--- config.mk ---
export PLATFORM = sky130hd
export DESIGN_NAME = paralelo_serial_tx_flat
export DESIGN_NICKNAME = d
export VERILOG_FILES = /design/src/rtl/phy_pkg.sv /design/src/rtl/paralelo_serial_tx_if.sv /design/src/rtl/paralelo_serial_tx.sv /design/src/flat_wrapper.sv
export SDC_FILE = /design/constraint.sdc
export NUM_CORES = 1
export LEC_CHECK = 0
export CAP_MARGIN = 5
export CORE_AREA = 2 2 41 43
export CTS_CLUSTER_DIAMETER = 40
export DETAILED_ROUTE_END_ITERATION = 8
export DIE_AREA = 0 0 43 45
export GPL_ROUTABILITY_DRIVEN = 0
export MAX_ROUTING_LAYER = met4
export PLACE_DENSITY = 0.89
export SLEW_MARGIN = 20
export SYNTH_ARGS = -nofsm -noshare
export SYNTH_HDL_FRONTEND = slang
export SYNTH_SLANG_ARGS = --single-unit
--- constraint.sdc ---
create_clock -name clk_32f -period 3.8 [get_ports clk_32f]
set_clock_uncertainty 0.2 [all_clocks]
set_input_delay 0.76 -clock clk_32f [delete_from_list [all_inputs] [get_ports clk_32f]]
set_output_delay 0.76 -clock clk_32f [all_outputs]
set_load 0.01 [all_outputs]
--- src/rtl/phy_pkg.sv ---
// Shared PHY definitions for the serial lane (comma byte, byte width, tx states).
// Latency: n/a (constants and types only).
// Backpressure: n/a.
package phy_pkg;

    localparam int BYTE_W = 8;

    // Idle/training symbol; the receive deserializer locks on the same value.
    localparam logic [BYTE_W-1:0] COMMA = 8'hBC;

    typedef enum logic {
        SYNC   = 1'b0,
        ACTIVE = 1'b1
    } tx_state_t;

endpackage

--- src/rtl/paralelo_serial_tx_if.sv ---
// Link-layer to serializer bundle: byte handshake, enable, serial line and status.
// Latency: n/a (wiring only).
// Backpressure: ready_out gates acceptance; upstream holds data_in while waiting.
interface paralelo_serial_tx_if;
    import phy_pkg::*;

    logic              tx_enable;
    logic [BYTE_W-1:0] data_in;
    logic              valid_in;
    logic              ready_out;
    logic              data_out;
    logic              active;
    logic              comma_err;

    // Link-layer side
    modport master (
        output tx_enable, data_in, valid_in,
        input  ready_out, data_out, active, comma_err
    );

    // Serializer side
    modport slave (
        input  tx_enable, data_in, valid_in,
        output ready_out, data_out, active, comma_err
    );

endinterface

--- src/rtl/paralelo_serial_tx.sv ---
// MSB-first byte serializer with comma idle fill and post-reset/re-enable comma training.
// Latency: accepted byte's first bit appears on data_out 1 cycle after the handshake.
// Backpressure: ready_out only at byte boundaries while ACTIVE and enabled; otherwise data_in waits.
module paralelo_serial_tx #(
    parameter logic [7:0] COMMA       = phy_pkg::COMMA,
    parameter int         SYNC_COMMAS = 4
) (
    input logic                 clk_32f,
    input logic                 reset,
    paralelo_serial_tx_if.slave lnk
);
    import phy_pkg::*;

    localparam logic [3:0] SYNC_LAST = 4'(SYNC_COMMAS - 1);

    tx_state_t         state;
    tx_state_t         state_nxt;
    logic [3:0]        sync_cnt;
    logic [3:0]        sync_cnt_nxt;
    logic [BYTE_W-1:0] sr;
    logic [2:0]        bit_cnt;
    logic              boundary;
    logic              accept;
    logic              comma_err_q;

    assign boundary      = (bit_cnt == 3'd7);
    assign lnk.ready_out = (state == ACTIVE) && boundary && lnk.tx_enable;
    assign accept        = lnk.valid_in && lnk.ready_out;
    assign lnk.data_out  = sr[7];
    assign lnk.active    = (state == ACTIVE);
    assign lnk.comma_err = comma_err_q;

    // Shifter: shift every bit time, reload a whole byte (payload or comma) at the boundary.
    always_ff @(posedge clk_32f or posedge reset) begin
        if (reset) begin
            sr      <= COMMA;
            bit_cnt <= 3'd0;
        end else begin
            bit_cnt <= bit_cnt + 3'd1;
            if (boundary) begin
                sr <= accept ? lnk.data_in : COMMA;
            end else begin
                sr <= {sr[6:0], 1'b0};
            end
        end
    end

    // Flag a payload byte that aliases the comma; it is still sent unchanged.
    always_ff @(posedge clk_32f or posedge reset) begin
        if (reset) begin
            comma_err_q <= 1'b0;
        end else begin
            comma_err_q <= accept && (lnk.data_in == COMMA);
        end
    end

    // Training FSM state register.
    always_ff @(posedge clk_32f or posedge reset) begin
        if (reset) begin
            state    <= SYNC;
            sync_cnt <= 4'd0;
        end else begin
            state    <= state_nxt;
            sync_cnt <= sync_cnt_nxt;
        end
    end

    // Training FSM next state: count comma boundaries in SYNC, fall back on disable.
    always_comb begin
        state_nxt    = state;
        sync_cnt_nxt = sync_cnt;
        if (boundary) begin
            if (state == SYNC) begin
                if (!lnk.tx_enable) begin
                    sync_cnt_nxt = 4'd0;
                end else begin
                    sync_cnt_nxt = sync_cnt + 4'd1;
                    if (sync_cnt == SYNC_LAST) begin
                        state_nxt = ACTIVE;
                    end
                end
            end else if (!lnk.tx_enable) begin
                state_nxt    = SYNC;
                sync_cnt_nxt = 4'd0;
            end
        end
    end

endmodule

--- src/flat_wrapper.sv ---
// flat-port wrapper written by rule: the top's interface ports become plain ports
module paralelo_serial_tx_flat import phy_pkg::*;
#(
    parameter logic [7:0] COMMA       = phy_pkg::COMMA,
    parameter int         SYNC_COMMAS = 4
)
  (clk_32f, reset, lnk_tx_enable, lnk_data_in, lnk_valid_in, lnk_ready_out, lnk_data_out, lnk_active, lnk_comma_err);
  paralelo_serial_tx_if lnk_i ();
  input logic clk_32f;
  input logic reset;
  input wire logic [$bits(lnk_i.tx_enable)-1:0] lnk_tx_enable;
  input wire logic [$bits(lnk_i.data_in)-1:0] lnk_data_in;
  input wire logic [$bits(lnk_i.valid_in)-1:0] lnk_valid_in;
  output wire logic [$bits(lnk_i.ready_out)-1:0] lnk_ready_out;
  output wire logic [$bits(lnk_i.data_out)-1:0] lnk_data_out;
  output wire logic [$bits(lnk_i.active)-1:0] lnk_active;
  output wire logic [$bits(lnk_i.comma_err)-1:0] lnk_comma_err;
  assign lnk_i.tx_enable = lnk_tx_enable;
  assign lnk_i.data_in = lnk_data_in;
  assign lnk_i.valid_in = lnk_valid_in;
  assign lnk_ready_out = lnk_i.ready_out;
  assign lnk_data_out = lnk_i.data_out;
  assign lnk_active = lnk_i.active;
  assign lnk_comma_err = lnk_i.comma_err;
  paralelo_serial_tx #(.COMMA(COMMA), .SYNC_COMMAS(SYNC_COMMAS)) u_core (.clk_32f(clk_32f), .reset(reset), .lnk(lnk_i));
endmodule
==> out/results.md, run 1 <==
| Result | This run |
|---|---|
| Outcome | completed |
| Area taken by multi-input logic gates | 256 um2 |
| Slowest cell on the critical path | sky130_fd_sc_hd__clkdlybuf4s50_1 |
| Pre-Repair DR Iteration Count | 4 |
| Yosys reg bits | 17 |
| Kind of launch point of the worst setup path | register |
| Number of warning messages in the yosys log | 0 |
| Cell leakage power | 0.420 nW |
| Via density | 5.46 |
| Post-CTS setup buffers | 0 |
| Antenna violations before repair | 0 |
| Post-layout min period | 3.08 ns |
| Layout cells sized above 1 | 15.0% |
| Routed wire length | 1.23 mm |
| Critical path endpoint category | output pin |
| Effective utilization at floorplan | 49.4% |
| Crit path required time | 2.84 ns |
| Max Slew Vio Count | 0 |
| Cell total after placement | 92 |
| Final-report setup violation count | 0 |
| Commonest non-fill, non-tap cell in the layout | sky130_fd_sc_hd__clkdlybuf4s50_1 |
| Portion of the clock cycle consumed by the worst path in the final layout | 81.0% |
| DRC violations left | 0 |
| Yosys top cell by area | sky130_fd_sc_hd__dfrtp_1 |
| Total nets after synthesis | 77 |
| Sinks on Clock Net | 17 |
| IR drop worst, VDD | 0.214 mV |
| Total power per unit cell area | 337 nW/um2 |
| Hold buffers post-CTS | 0 |
| Min-Delay Path Class | register to register |
| Congestion Overflow GR | 0 |
| Cell row count | 14 |
| Total number of H-tree levels | 1 |
| Maxcap violations | 0 |
| Initial DRC Count | 15 |
| Fraction of synthesized cell area taken by the top area cell type | 41.3% |
| Wire length of the first global-routing pass | 2.06 mm |
| Post-placement setup slack | 0.784 ns |
| Post-route core utilization | 62.5% |
| Crit-path most repeated cell | sky130_fd_sc_hd__ha_1 |
| Crit path largest cell delay | 0.53 ns |
| Number of vias in the routed layout | 524 |
| Vias in the first global route | 477 |
| Largest net degree at the start of global routing | 18 |
| Critical path peak fanout | 17 |
| Top cell family by delay on the critical path | adder cells |
| Ports placed on the boundary | 16 |
| Accumulated negative setup slack | 0 ns |
| Die X | 43 um |
| Post-CTS Resized | 0 |
| Dominant register cell in the synthesized netlist | sky130_fd_sc_hd__dfrtp_1 |
| Post-Syn Instances | 62 |
| CP arrival | 2.12 ns |
| CP bufs+invs | 1 |
| Fraction of synthesis flops using an asynchronous set or reset pin | 100% |
| Clock tree from TritonCTS | built |
| Crit Path Category | register to output pin |
| Clock buffers created by TritonCTS | 3 |
| Clock insertion delay at the later pin of the skew report | 0.30 ns |
| Ant diodes | 0 |
| Setup WS post-layout | 0.723 ns |
| Highest clock frequency the design can meet | 0.325 GHz |
| Final layout net count | 96 |
| Half-perimeter wire length after detailed placement | 891 um |
| Die Outline Area | 1940 um2 |
| Most used cells in the layout excluding fill and tap cells | 15 x sky130_fd_sc_hd__clkdlybuf4s50_1, 12 x sky130_fd_sc_hd__dfrtp_1, 9 x sky130_fd_sc_hd__inv_1, 5 x sky130_fd_sc_hd__o22a_1, 5 x sky130_fd_sc_hd__dfstp_2 |
| Mean instance size in the synthesized netlist | 11.7 um2 |
| Total of fill cells in the finished design | 120 |
| Clock tree root driver cell | sky130_fd_sc_hd__clkbuf_4 |
| Chip Height | 45 um |
| Tightest Pin Transition | 0.610 ns |
| Reg area | 432 um2 |
| Detail Route Antenna Nets | 0 |
| Final hold violation count | 0 |
| Area growth from synthesis to final layout | 26.5% |
| Netlist area before placement | 727 um2 |
| Cells along the critical path | ha_1 -> ha_1 -> and3_4 -> clkdlybuf4s50_1 |
| Hold Worst Slack | 0.228 ns |
| All-Layer GR Usage | 16.0% |
| Count of flip-flops with a built-in enable after synthesis | 0 |
| Placeable core region | 1470 um2 |
| Worst slew margin relative to its limit | 59.3% |
| Top area cells in the synthesized netlist | sky130_fd_sc_hd__dfrtp_1 41%, sky130_fd_sc_hd__dfstp_2 18%, sky130_fd_sc_hd__o22a_1 6.0%, sky130_fd_sc_hd__ha_1 5.2%, sky130_fd_sc_hd__inv_1 4.6% |
| Routed wirelength normalized by instance count | 12.8 um |
| Clock Pin Slew Worst Setup and Hold Paths | 0.10 ns |
| Setup repair after global routing missed its margin | no |
| IO buf count | 15 |
| Sequential area share after synthesis | 59.4% |
| Non-filler instance count after layout | 96 |
| Longest Clk Path Bufs | 2 |
| Count of different cell masters after synthesis | 25 |
-- cell families after synthesis --
kind of cell    synth area share, %
compound gates                 15.0
fa+ha+maj                      5.16
buf+inv                        5.33
flops                          59.4
simple gates                   15.1
-- cells in the mapped netlist, drive strengths merged, types with 2 or more instances --
cell and number:
nand4 2, nor3 2, dfstp 5, dfrtp 12
ha 3, nand2 5, o22a 5, inv 9
nor2 3, o22ai 3
-- path summary, 6_finish.rpt --
path | slack [ns] | end | cells after the start | startpoint
setup / recovery | 0.72 | lnk_ready_out | 4 | u_core.bit_cnt[0]
hold / removal | 0.23 | u_core.bit_cnt[0] | 1 | u_core.bit_cnt[0]
setup reg to reg | 1.95 | u_core.sr[4] | 5 | u_core.bit_cnt[0]
hold reg to reg | 0.23 | u_core.bit_cnt[0] | 1 | u_core.bit_cnt[0]
max in group asynchronous | 2.38 | u_core.sync_cnt[3] | 2 | reset
min in group asynchronous | 0.62 | u_core.lnk.active | 2 | reset
-- state kept, by name, summed over array words and instances, names as in the netlist --
signal	count
u_core.sr	8
u_core.bit_cnt	3
u_core.lnk.comma_err	1
u_core.sync_cnt	4
u_core.lnk.active	1
-- metal layers --
metal	vias up	part of all wire [%]	global-route usage, %
met3	5	3.7	6.00
met2	11	47	21.8
met5	-	0	-
li1	257	-	-
met4	0	3.1	12.7
met1	251	46	19.1
-- report_power, final --
part | switching, mW | internal, mW | total (mW)
logic | 0.0104 | 0.0142 | 0.0246
registers | 0.00330 | 0.184 | 0.188
clock network | 0.0582 | 0.0393 | 0.0975
total | 0.0719 | 0.238 | 0.310
-- through the flow --
step / cell area (um2) / power (mW)
2_1_floorplan: 727 / 0.200
3_3_place_gp: 892 / 0.215
3_5_place_dp: 892 / 0.216
4_1_cts: 920 / 0.313
5_1_grt: 920 / 0.325
6_report: 920 / 0.310
-- final cells by class --
cell class / count / area share (%)
clock buffers: 3 / 2.45
repair buffers: 15 / 16.3
multi-input cells: 35 / 27.9
well taps: 16 / 2.18
flip-flops and latches: 17 / 46.9
inverters: 9 / 3.67
clock inverters: 1 / 0.544
(Power assumes the default switching activity.)
==> inputs of run 2 (changes only) <==
--- a/config.mk
+++ b/config.mk
@@ -6,13 +6,13 @@
 export NUM_CORES = 1
 export LEC_CHECK = 0
 export CAP_MARGIN = 5
-export CORE_AREA = 2 2 41 43
+export CORE_AREA = 2 2 43 45
 export CTS_CLUSTER_DIAMETER = 40
 export DETAILED_ROUTE_END_ITERATION = 8
-export DIE_AREA = 0 0 43 45
+export DIE_AREA = 0 0 45 47
 export GPL_ROUTABILITY_DRIVEN = 0
 export MAX_ROUTING_LAYER = met4
-export PLACE_DENSITY = 0.89
+export PLACE_DENSITY = 0.82
 export SLEW_MARGIN = 20
 export SYNTH_ARGS = -nofsm -noshare
 export SYNTH_HDL_FRONTEND = slang
==> constraint.sdc (replaced) <==
create_clock -name clk_32f -period 2.9 [get_ports clk_32f]
set_clock_uncertainty 0.2 [all_clocks]
set_input_delay 0.58 -clock clk_32f [delete_from_list [all_inputs] [get_ports clk_32f]]
set_output_delay 0.58 -clock clk_32f [all_outputs]
set_load 0.01 [all_outputs]
==> run 2 against run 1 <==
Net effect: final area grew 0.95%; critical path depth shrank 1; wire length shrank 3.0%.
==> out/results.md, run 2 (same netlist as run 1, synthesis figures left out) <==
| Result | This run |
|---|---|
| Outcome | completed |
| Maxcap violations | 0 |
| Clock tree root driver cell | sky130_fd_sc_hd__clkbuf_4 |
| Wire length of the first global-routing pass | 1.99 mm |
| Final layout net count | 97 |
| Crit path largest cell delay | 0.54 ns |
| DRC violations left | 0 |
| Commonest non-fill, non-tap cell in the layout | sky130_fd_sc_hd__clkdlybuf4s50_1 |
| Final hold violation count | 0 |
| Crit-path most repeated cell | sky130_fd_sc_hd__clkdlybuf4s50_1 |
| Hold buffers post-CTS | 0 |
| Post-placement setup slack | 0.236 ns |
| Vias in the first global route | 488 |
| Worst slew margin relative to its limit | 56.4% |
| Total number of H-tree levels | 1 |
| Ant diodes | 0 |
| Cells along the critical path | clkdlybuf4s50_1 -> and3_4 -> clkdlybuf4s50_1 |
| Clock insertion delay at the later pin of the skew report | 0.28 ns |
| Flip-flop count of the largest register, all copies and words added | 8 |
| Largest net degree at the start of global routing | 18 |
| Cell leakage power | 0.425 nW |
| Post-layout min period | 2.66 ns |
| Crit path required time | 2.12 ns |
| Hold Worst Slack | 0.228 ns |
| Pre-Repair DR Iteration Count | 4 |
| CP arrival | 1.88 ns |
| Total of fill cells in the finished design | 150 |
| Setup repair after global routing missed its margin | no |
| Effective utilization at floorplan | 44.0% |
| Min-Delay Path Class | register to register |
| Kind of launch point of the worst setup path | primary input |
| Detail Route Antenna Nets | 0 |
| Clock Pin Slew Worst Setup and Hold Paths | 0.10 ns |
| All-Layer GR Usage | 13.9% |
| Crit Path Category | primary input to output pin |
| Chip Height | 47 um |
| Register name with the most flops | u_core.sr |
| Most used cells in the layout excluding fill and tap cells | 15 x sky130_fd_sc_hd__clkdlybuf4s50_1, 12 x sky130_fd_sc_hd__dfrtp_1, 9 x sky130_fd_sc_hd__inv_1, 5 x sky130_fd_sc_hd__o22a_1, 5 x sky130_fd_sc_hd__dfstp_2 |
| Total power per unit cell area | 434 nW/um2 |
| Number of vias in the routed layout | 510 |
| Post-CTS Resized | 0 |
| Cell row count | 15 |
| IO buf count | 15 |
| Setup WS post-layout | 0.238 ns |
| Die Outline Area | 2120 um2 |
| Placed instance area | 901 um2 |
| Final-report setup violation count | 0 |
| Clock tree from TritonCTS | built |
| Critical path peak fanout | 5 |
| Portion of the clock cycle consumed by the worst path in the final layout | 91.8% |
| Half-perimeter wire length after detailed placement | 867 um |
| Max Slew Vio Count | 0 |
| Antenna violations before repair | 0 |
| Post-Layout Inst Area | 928 um2 |
| Die X | 45 um |
| Congestion Overflow GR | 0 |
| Post-route core utilization | 56.2% |
| Tightest Pin Transition | 0.653 ns |
| Initial DRC Count | 11 |
| Layout cells sized above 1 | 16.0% |
| Sinks on Clock Net | 17 |
| Area growth from synthesis to final layout | 27.7% |
| IR drop worst, VDD | 0.248 mV |
| Highest clock frequency the design can meet | 0.376 GHz |
| Biggest regs | u_core.sr (8), u_core.sync_cnt (4), u_core.bit_cnt (3) |
| Ports placed on the boundary | 16 |
| Routed wire length | 1.19 mm |
| Accumulated negative setup slack | 0 ns |
| Via density | 5.20 |
| Post-CTS setup buffers | 0 |
| Clock buffers created by TritonCTS | 3 |
| Critical path endpoint category | output pin |
| Placeable core region | 1650 um2 |
| Routed wirelength normalized by instance count | 12.2 um |
| Area taken by multi-input logic gates | 256 um2 |
| Reg area | 432 um2 |
| Longest Clk Path Bufs | 2 |
| Slowest cell on the critical path | sky130_fd_sc_hd__clkdlybuf4s50_1 |
run 2: critical path: cells and delay by family:
family	cells	cell delay [ns]
buf+inv	2	1.07
simple gates	1	0.23
run 2: cell type report:
class / instances / area share [%]
Sequential cell: 17 / 46.5
Clock buffer: 3 / 2.43
Inverter: 9 / 3.64
Multi-Input combinational cell: 35 / 27.6
Timing Repair Buffer: 16 / 17.0
Tap cell: 17 / 2.29
Clock inverter: 1 / 0.539
run 2: metrics by stage:
| step | power, mW | instances |
|---|---|---|
| 2_1_floorplan | 0.262 | 62 |
| 3_3_place_gp | 0.281 | 94 |
| 3_5_place_dp | 0.283 | 94 |
| 4_1_cts | 0.406 | 98 |
| 5_1_grt | 0.420 | 98 |
| 6_report | 0.403 | 98 |
run 2: metal layers:
| metal | vias to the layer above | global-route usage (%) | wire, um |
|---|---|---|---|
| li1 | 257 | - | - |
| met1 | 244 | 17.6 | 598 |
| met2 | 7 | 20.6 | 538 |
| met5 | - | - | 0 |
| met4 | 0 | 7.06 | 12 |
| met3 | 2 | 3.46 | 42 |
run 2: final timing paths:
check / depth (start not counted) / slack [ns] / end / start
setup reg to reg: 6 / 1.26 / u_core.sync_cnt[0] / u_core.bit_cnt[0]
hold reg to reg: 1 / 0.23 / u_core.bit_cnt[0] / u_core.bit_cnt[0]
hold / removal: 1 / 0.23 / u_core.bit_cnt[0] / u_core.bit_cnt[0]
min in group asynchronous: 2 / 0.48 / u_core.sr[6] / reset
max in group asynchronous: 2 / 1.61 / u_core.sync_cnt[0] / reset
setup / recovery: 3 / 0.24 / lnk_ready_out / lnk_tx_enable
run 2: where the power goes:
part / leakage [nW] / switching, mW / internal, mW
clock: 0.0177 / 0.0732 / 0.0511
combinational: 0.202 / 0.0139 / 0.0188
sequential: 0.205 / 0.00435 / 0.241
total: 0.425 / 0.0914 / 0.311
==> inputs of run 3 (changes only) <==
--- a/config.mk
+++ b/config.mk
@@ -6,13 +6,14 @@
 export NUM_CORES = 1
 export LEC_CHECK = 0
 export CAP_MARGIN = 5
-export CORE_AREA = 2 2 43 45
+export CORE_AREA = 2 2 45 47
 export CTS_CLUSTER_DIAMETER = 40
 export DETAILED_ROUTE_END_ITERATION = 8
-export DIE_AREA = 0 0 45 47
+export DIE_AREA = 0 0 47 49
 export GPL_ROUTABILITY_DRIVEN = 0
+export HOLD_SLACK_MARGIN = 0.05
 export MAX_ROUTING_LAYER = met4
-export PLACE_DENSITY = 0.82
+export PLACE_DENSITY = 0.79
 export SLEW_MARGIN = 20
 export SYNTH_ARGS = -nofsm -noshare
 export SYNTH_HDL_FRONTEND = slang
==> constraint.sdc (replaced) <==
create_clock -name clk_32f -period 2.33 [get_ports clk_32f]
set_clock_uncertainty 0.2 [all_clocks]
set_input_delay 0.466 -clock clk_32f [delete_from_list [all_inputs] [get_ports clk_32f]]
set_output_delay 0.466 -clock clk_32f [all_outputs]
set_load 0.01 [all_outputs]
==> run 3 against run 2 <==
Net effect: largest power group unchanged; largest cell class unchanged; critical endpoint unchanged; clock power increased by 24%; power increased by 25%; setup slack got worse by 0.10 ns; sequential share of layout area decreased by 1.2 points; register-to-register slack got worse by 0.58 ns; worst hold slack improved by 0.021 ns; sequential power increased by 24%; core utilization decreased by 4.4 points.
==> out/results.md, run 3 (same netlist as run 1, synthesis figures left out) <==
| Result | This run |
|---|---|
| Min-Delay Path Class | register to register |
| Routed wirelength normalized by instance count | 12.3 um |
| Kind of launch point of the worst setup path | register |
| Die Outline Area | 2300 um2 |
| Via density | 4.82 |
| Pre-Repair DR Iteration Count | 4 |
| Maxcap violations | 0 |
| Effective utilization at floorplan | 39.5% |
| Fraction of power spent switching nets | 22.0% |
| Antenna violations before repair | 0 |
| Slowest cell on the critical path | sky130_fd_sc_hd__dfrtp_1 |
| Congestion Overflow GR | 0 |
| Placeable core region | 1840 um2 |
| Top cell family by delay on the critical path | flip-flops |
| Worst slew margin relative to its limit | 57.6% |
| Longest Clk Path Bufs | 2 |
| Accumulated negative setup slack | 0 ns |
| Sinks on Clock Net | 17 |
| Clock buffers created by TritonCTS | 3 |
| Max Slew Vio Count | 0 |
| CP bufs+invs | 1 |
| Hold buffers post-CTS | 0 |
| Clock Pin Slew Worst Setup and Hold Paths | 0.09 ns |
| Crit-path most repeated cell | sky130_fd_sc_hd__ha_1 |
| Post-layout min period | 2.20 ns |
| Final-report setup violation count | 0 |
| Cell total after placement | 106 |
| All-Layer GR Usage | 14.1% |
| Ports placed on the boundary | 16 |
| Routed wire length | 1.35 mm |
| Crit path required time | 1.66 ns |
| CP arrival | 1.53 ns |
| Highest clock frequency the design can meet | 0.455 GHz |
| Internal power contribution | 391 uW |
| Outcome | completed |
| Setup repair after global routing missed its margin | no |
| Clock insertion delay at the later pin of the skew report | 0.29 ns |
| Cell row count | 16 |
| Most used cells in the layout excluding fill and tap cells | 14 x sky130_fd_sc_hd__clkdlybuf4s50_1, 12 x sky130_fd_sc_hd__dfrtp_1, 9 x sky130_fd_sc_hd__inv_1, 5 x sky130_fd_sc_hd__o22a_1, 5 x sky130_fd_sc_hd__dfstp_2 |
| IR drop worst, VDD | 0.211 mV |
| Area growth from synthesis to final layout | 31.2% |
| Fraction of power consumed by the clock network | 30.7% |
| Cell leakage power | 0.438 nW |
| Final layout net count | 99 |
| Largest net degree at the start of global routing | 18 |
| Portion of the clock cycle consumed by the worst path in the final layout | 94.2% |
| Non-filler instance count after layout | 110 |
| Register name with the most flops | u_core.sr |
| Total number of H-tree levels | 1 |
| Power dissipated by switching net loads | 110 uW |
| Biggest regs | u_core.sr (8), u_core.sync_cnt (4), u_core.bit_cnt (3) |
| Commonest non-fill, non-tap cell in the layout | sky130_fd_sc_hd__clkdlybuf4s50_1 |
| Final hold violation count | 0 |
| Clock tree root driver cell | sky130_fd_sc_hd__clkbuf_4 |
| Wire length of the first global-routing pass | 2.29 mm |
| Crit path largest cell delay | 0.40 ns |
| Tightest Pin Transition | 0.636 ns |
| Die X | 47 um |
| Number of vias in the routed layout | 530 |
| Vias in the first global route | 583 |
| IO buf count | 15 |
| Portion of total power attributed to sequential cells | 61.0% |
| Layout cells sized above 1 | 16.9% |
| Critical path peak fanout | 2 |
| Half-perimeter wire length after detailed placement | 1.01 mm |
| Total power per unit cell area | 526 nW/um2 |
| Crit Path Category | register to output pin |
| Clock tree from TritonCTS | built |
| Flip-flop count of the largest register, all copies and words added | 8 |
| Cells along the critical path | ha_1 -> ha_1 -> and3_4 -> dlygate4sd2_1 |
| DRC violations left | 0 |
| Power share of the combinational group | 8.3% |
| Detail Route Antenna Nets | 0 |
| Initial DRC Count | 9 |
| Chip Height | 49 um |
| Critical path endpoint category | output pin |
| Ant diodes | 0 |
## run 3: changes by cell type in the layout (fill, tap and decap cells not counted)
cell | previous run | this run
sky130_fd_sc_hd__buf_4 | 1 | 3
sky130_fd_sc_hd__clkbuf_1 | 0 | 1
sky130_fd_sc_hd__clkdlybuf4s50_1 | 15 | 14
sky130_fd_sc_hd__clkinv_2 | 1 | 0
sky130_fd_sc_hd__dlygate4sd2_1 | 0 | 1
## run 3: worst register-to-register path, stage by stage, from the launching register on
cell                      delay (ns)
sky130_fd_sc_hd__dfrtp_1        0.40
sky130_fd_sc_hd__ha_1           0.20
sky130_fd_sc_hd__ha_1           0.19
sky130_fd_sc_hd__buf_4          0.19
sky130_fd_sc_hd__nor3b_1        0.15
sky130_fd_sc_hd__a21oi_1        0.12
sky130_fd_sc_hd__o22ai_1        0.09
## run 3: metrics by stage
step           area (um2)  setup WS (ns)  total power, mW  util [%]  hold slack, ns
6_report              953          0.134            0.501      51.8           0.248
4_1_cts               953          0.111            0.511      51.8           0.252
5_1_grt               953         0.0757            0.525      51.8           0.270
3_3_place_gp          928         0.0137            0.352      50.4           0.210
3_5_place_dp          928        0.00569            0.354      50.4           0.237
2_1_floorplan         727          0.668            0.326         -           0.188
## run 3: cell type report
class                   instances  area [um2]
flip-flops and latches         17         432
fillers                       178         888
multi-input cells              35         256
inverters                       9        33.8
repair buffers                 18         171
well taps                      27        33.8
clock buffers                   4        26.3
## run 3: per-layer routing
metal | track usage [%] | share of wire [%] | vias to the layer above
li1 | - | - | 262
met1 | 17.6 | 45 | 253
met2 | 20.1 | 50 | 11
met3 | 3.33 | 3.0 | 4
met4 | 8.80 | 2.6 | 0
met5 | - | 0 | -
## run 3: repair_timing
action                                  in CTS  in global routing
setup buffers                                0                  0
gates resized for setup                      1                  0
endpoints found under the setup margin       1                  0
## run 3: path summary, 6_finish.rpt
path | startpoint | endpoint | slack, ns | cells after the start
worst max-delay path | u_core.bit_cnt[0] | lnk_ready_out | 0.13 | 4
worst min-delay path | u_core.bit_cnt[0] | u_core.bit_cnt[0] | 0.25 | 1
worst max register to register | u_core.bit_cnt[0] | u_core.sync_cnt[0] | 0.68 | 6
worst min register to register | u_core.bit_cnt[0] | u_core.bit_cnt[0] | 0.25 | 1
max in group asynchronous | reset | u_core.sr[1] | 1.17 | 2
min in group asynchronous | reset | u_core.sync_cnt[1] | 0.35 | 2
## run 3: power by group through the flow
stage | combinational (mW) | sequential (mW) | clock [mW]
floorplan | 0.0161 | 0.310 | 0
global placement | 0.0411 | 0.311 | 0
detailed placement | 0.0425 | 0.311 | 0
CTS | 0.0427 | 0.306 | 0.162
global route | 0.0473 | 0.307 | 0.171
finish | 0.0417 | 0.306 | 0.154
